<file path="src/rtl/spi_master.sv">
`timescale 1ns/1ps
`default_nettype none
// ============================================================================
//  Module      : spi_master
//  Description : SPI mode-0 initiator. Sends one WIDTH-bit word MSB first on
//                mosi while capturing WIDTH bits from miso. spi_clk and cs_n
//                are derived from clk through a HALF_PERIOD divider.
//  Revision    : 1.0 - initial release
// ============================================================================
module spi_master #(
   parameter int HALF_PERIOD = 4,
   parameter int WIDTH       = 8
) (
   input  logic             clk,
   input  logic             rst,
   input  logic             start,
   input  logic [WIDTH-1:0] tx_data,
   output logic             busy,
   output logic             done,
   output logic [WIDTH-1:0] rx_data,
   output logic             spi_clk,
   output logic             mosi,
   input  logic             miso,
   output logic             cs_n
);

   localparam int c_cnt_w = $clog2(HALF_PERIOD) + 1;
   localparam int c_bit_w = (WIDTH > 1) ? $clog2(WIDTH) : 1;
   localparam logic [c_cnt_w-1:0] c_hp_last  = c_cnt_w'(HALF_PERIOD - 1);
   localparam logic [c_bit_w-1:0] c_bit_last = c_bit_w'(WIDTH - 1);

   localparam logic [2:0] c_idle = 3'd0;
   localparam logic [2:0] c_lead = 3'd1;
   localparam logic [2:0] c_high = 3'd2;
   localparam logic [2:0] c_low  = 3'd3;
   localparam logic [2:0] c_done = 3'd4;

   logic [2:0]         r_state;
   logic [2:0]         w_next;
   logic [c_cnt_w-1:0] r_hp_cnt;
   logic [c_bit_w-1:0] r_bit_cnt;
   logic [WIDTH-1:0]   r_tx_sh;
   logic [WIDTH-1:0]   r_rx_sh;
   logic [WIDTH-1:0]   r_rx_data;
   logic               w_hp_end;

   assign w_hp_end = (r_hp_cnt == c_hp_last);
   assign rx_data  = r_rx_data;

   // State register
   always_ff @(posedge clk) begin
      if (rst) r_state <= c_idle;
      else     r_state <= w_next;
   end

   // Next-state decode: each timed phase lasts exactly HALF_PERIOD cycles
   always_comb begin
      w_next = r_state;
      case (r_state)
         c_idle:  if (start)    w_next = c_lead;
         c_lead:  if (w_hp_end) w_next = c_high;
         c_high:  if (w_hp_end) w_next = c_low;
         c_low:   if (w_hp_end) w_next = (r_bit_cnt == c_bit_last) ? c_done : c_high;
         c_done:                w_next = c_idle;
         default:               w_next = c_idle;
      endcase
   end

   // Datapath: phase counter, bit counter, shifters and the rx_data holding register
   always_ff @(posedge clk) begin
      if (rst) begin
         r_hp_cnt  <= '0;
         r_bit_cnt <= '0;
         r_tx_sh   <= '0;
         r_rx_sh   <= '0;
         r_rx_data <= '0;
      end else begin
         // Counter restarts on every phase change and rests at zero outside timed phases
         if (w_next != r_state || r_state == c_idle || r_state == c_done)
            r_hp_cnt <= '0;
         else
            r_hp_cnt <= r_hp_cnt + 1'b1;

         if (r_state == c_idle && start) begin
            r_tx_sh   <= tx_data;
            r_rx_sh   <= '0;
            r_bit_cnt <= '0;
         end

         // Rising spi_clk edge: sample miso into the LSB
         if (w_next == c_high && r_state != c_high)
            r_rx_sh <= (r_rx_sh << 1) | WIDTH'(miso);

         // Falling spi_clk edge: present the next bit, except after the last one
         if (r_state == c_high && w_next == c_low && r_bit_cnt != c_bit_last)
            r_tx_sh <= r_tx_sh << 1;

         if (r_state == c_low && w_next == c_high)
            r_bit_cnt <= r_bit_cnt + 1'b1;

         // Publish the word on the same edge that enters DONE so it coincides with done
         if (r_state == c_low && w_next == c_done)
            r_rx_data <= r_rx_sh;
      end
   end

   // Output decode: all pin-level signals follow the state directly
   always_comb begin
      busy    = 1'b0;
      done    = 1'b0;
      spi_clk = 1'b0;
      mosi    = 1'b0;
      cs_n    = 1'b1;
      case (r_state)
         c_lead: begin
            busy = 1'b1;
            cs_n = 1'b0;
            mosi = r_tx_sh[WIDTH-1];
         end
         c_high: begin
            busy    = 1'b1;
            cs_n    = 1'b0;
            spi_clk = 1'b1;
            mosi    = r_tx_sh[WIDTH-1];
         end
         c_low: begin
            busy = 1'b1;
            cs_n = 1'b0;
            mosi = r_tx_sh[WIDTH-1];
         end
         c_done:  done = 1'b1;
         default: ;
      endcase
   end

endmodule
`default_nettype wire

</file>
<file path="config.mk">
export PLATFORM = sky130hd
export DESIGN_NAME = spi_master
export DESIGN_NICKNAME = d
export VERILOG_FILES = /design/src/rtl/spi_master.sv
export SDC_FILE = /design/constraint.sdc
export NUM_CORES = 1
export LEC_CHECK = 0
export CAP_MARGIN = 15
export CORE_MARGIN = 2
export CORE_UTILIZATION = 50
export CTS_CLUSTER_DIAMETER = 30
export DETAILED_ROUTE_END_ITERATION = 8
export GPL_TIMING_DRIVEN = 0
export PLACE_DENSITY = 0.75
export SETUP_SLACK_MARGIN = 0.3
export SLEW_MARGIN = 10
export SYNTH_ARGS = -nofsm -noshare
export SYNTH_HDL_FRONTEND = slang
export SYNTH_SLANG_ARGS = --single-unit
</file>
<file path="constraint.sdc">
create_clock -name clk -period 4.28 [get_ports clk]
set_input_delay 0.428 -clock clk [delete_from_list [all_inputs] [get_ports clk]]
set_output_delay 0.428 -clock clk [all_outputs]
set_load 0.01 [all_outputs]
</file>
==> impl_metrics.ini <==
[run_status]
status = complete, no violations

[timing]
finalCritPeriodShare = 0.591
setup_viol = 0
whs_ps = 435
drv_slew = 0
clock_skew_ps = 9.13
fmax_mhz = 395
worst_pin_slew_ps = 555
slew-limit-headroom = 0.628
finalSetupTns_ps = 0
rsz0062_at_grt = no
hold_viol = 0
min_period_ps = 2530

[clock_tree]
cts_setup_buffers = 0
clock_latency_ps = 340
clockBufferDepth = 2
clkSinkCount = 33
cts-root-buf = clkbuf_4
cts_made_buffers = 5
hold_buffers = 0
clk_pin_slew_ps = 90
h-tree-depth = 2
cts.repair.resized = 0
cts_tree = built

[floorplanning]
die_w_um = 61.3
coreArea_um2 = 3080
initial_core_util = 0.533
die_y_um = 61.3
die-area_um2 = 3750
pin_count = 25
rows = 20

[global_routing]
grt_pass1_vias = 1379
grtUsageTotal = 0.234
antenna_found_initial = 0
grt_first_pass_wirelength_um = 6350
grt-ovfl-total = 0
grt_max_degree = 11

[worst_setup_path]
cp_num_buf_inv = 2
critPathTopFamily = buffers and inverters
endpoint_kind = primary output
max_stage_delay_ps = 530
crit_slowest_cell = clkdlybuf4s50_1
worstSetupPathType = reg -> out
required_ps = 3850
cp_max_fo = 10
critical_path_arrival_ps = 2100
cp-start-kind = flip-flop
crit_chain = buf_2, nor2_1, and2_1, clkdlybuf4s50_1

[yosys]
seq_area_frac_synth = 0.403
yosys_register_bits = 33
synth_area_um2 = 1640
synth_warnings = 0
avgSynthCellArea_um2 = 9.22
synth_fp_nets = 195
synth_cells = 178
synth.distinct_cells = 39

[placed_design]
dpl.hpwl_um = 2710
gp_congestion = 0.811
port_buffers = 24

[power_and_ir_drop]
p_leak_nw = 0.725
powerDensity_nw_per_um2 = 270
ir_worst_vdd_mv = 0.181

[routing]
vias = 1452
vias_per_cell = 5.72
drt_iter0_drc = 85
wirelength_um = 3710
dr.pass1.iters = 4
wire_per_inst_um = 14.6
drc = 0
ant_nets = 0

[cells_and_area]
fin_util = 0.645
synthToLayoutAreaGrowth_pct = 21.0
drive_gt1_frac = 0.110
fillers = 289
multi_input_area_um2 = 866
antenna_cells = 0
final_nets = 226
seqCellArea_um2 = 661

[min_path]
min_path_type = reg -> reg

[flow_run]
maxCapViolations = 0
-- worst paths after layout --
kind | from | to | slack [ps] | cells past startpoint
max | r_state[0] | spi_clk | 1750 | 4
min reg2reg | r_hp_cnt[0] | r_hp_cnt[0] | 440 | 1
max reg2reg | r_bit_cnt[0] | rx_data[7] | 2260 | 7
min | r_hp_cnt[0] | r_hp_cnt[0] | 440 | 1
-- flip-flops by register name, indices dropped and copies added, names as in the netlist --
register   count
r_rx_sh        8
r_state        3
rx_data        8
r_bit_cnt      3
r_tx_sh        8
r_hp_cnt       3
-- per-stage QoR --
step	std cells	power (mW)	setup slack (ps)	cell area [um2]
after floorplan	178	0.350	2450	1640
after global placement	246	0.370	2190	1940
after detailed placement	246	0.372	2150	1940
after CTS	254	0.538	1770	1980
after global routing	254	0.561	1660	1980
final	254	0.535	1750	1980
-- metal layers --
metal  GRT usage  up-vias  routed length, um
li1            -      717                  -
met1       0.309      697               1690
met2       0.359       28               1790
met3      0.0693       10                144
met4      0.0932        0                 90
met5           0        -                  0
-- power breakdown --
part           internal (mW)  switching, mW
Combinational         0.0250         0.0243
Sequential             0.313        0.00378
Clock                 0.0654          0.104
Total                  0.403          0.132
-- logic make-up after synthesis --
family,count (synthesis),share of synthesized area
AND/OR/NAND/NOR,58,0.233
adder cells (fa/ha/maj),5,0.0381
buffers and inverters,21,0.0694
flip-flops,33,0.403
multiplexers,6,0.0381
AO/OA/AOI/OAI,55,0.219
-- layout make-up --
| cell class | count | area share |
|---|---|---|
| inverter | 4 | 0.00757 |
| tap | 44 | 0.0277 |
| timing repair buffer | 24 | 0.121 |
| buffer | 17 | 0.0498 |
| clock buffer | 8 | 0.0246 |
| sequential | 33 | 0.333 |
| multi-input combinational | 124 | 0.436 |
-- cells in the mapped netlist, drive strengths merged --
library cell | number | area (um2)
dfxtp | 33 | 661
a21oi | 19 | 95.1
buf | 11 | 76.3
nand3 | 11 | 55.1
nor2b | 10 | 62.6
o211ai | 10 | 75.1
nor2 | 9 | 33.8
o21ai | 8 | 40.0
a32oi | 7 | 61.3
nand2b | 7 | 43.8
clkbuf | 6 | 22.5
ha | 5 | 62.6
and2 | 4 | 25.0
inv | 4 | 15.0
mux2i | 4 | 40.0
o31ai | 4 | 30.0
or4 | 4 | 30.0
a21boi | 3 | 22.5
mux2 | 2 | 22.5
nor3 | 2 | 21.3
a2111oi | 1 | 8.76
a211oi | 1 | 7.51
a21bo | 1 | 10.0
and3 | 1 | 6.26
and3b | 1 | 8.76
nand2 | 1 | 3.75
nand3b | 1 | 20.0
nand4bb | 1 | 11.3
nor3b | 1 | 7.51
nor4 | 1 | 6.26
nor4b | 1 | 23.8
o221ai | 1 | 8.76
or2 | 1 | 6.26
or3 | 1 | 6.26
or4b | 1 | 10.0
-- placed cells by master, fill, tap and decap left out, types with 2 or more instances in the layout --
| cell | Yosys | routed |
|---|---|---|
| nor2b_1 | 10 | 10 |
| o31ai_1 | 4 | 4 |
| mux2i_1 | 4 | 4 |
| a32oi_1 | 7 | 7 |
| clkbuf_4 | 0 | 5 |
| o21ai_0 | 8 | 8 |
| buf_2 | 7 | 7 |
| clkdlybuf4s50_1 | 0 | 24 |
| inv_1 | 4 | 4 |
| nor2_1 | 9 | 9 |
| buf_6 | 3 | 3 |
| nand2b_1 | 7 | 7 |
| nand3_1 | 11 | 11 |
| mux2_2 | 2 | 2 |
| ha_1 | 5 | 5 |
| dfxtp_1 | 33 | 33 |
| clkbuf_1 | 6 | 9 |
| and2_1 | 3 | 3 |
| a21boi_0 | 3 | 3 |
| or4_1 | 4 | 4 |
| a21oi_1 | 19 | 19 |
| o211ai_1 | 10 | 10 |
(Power assumes the default switching activity.)
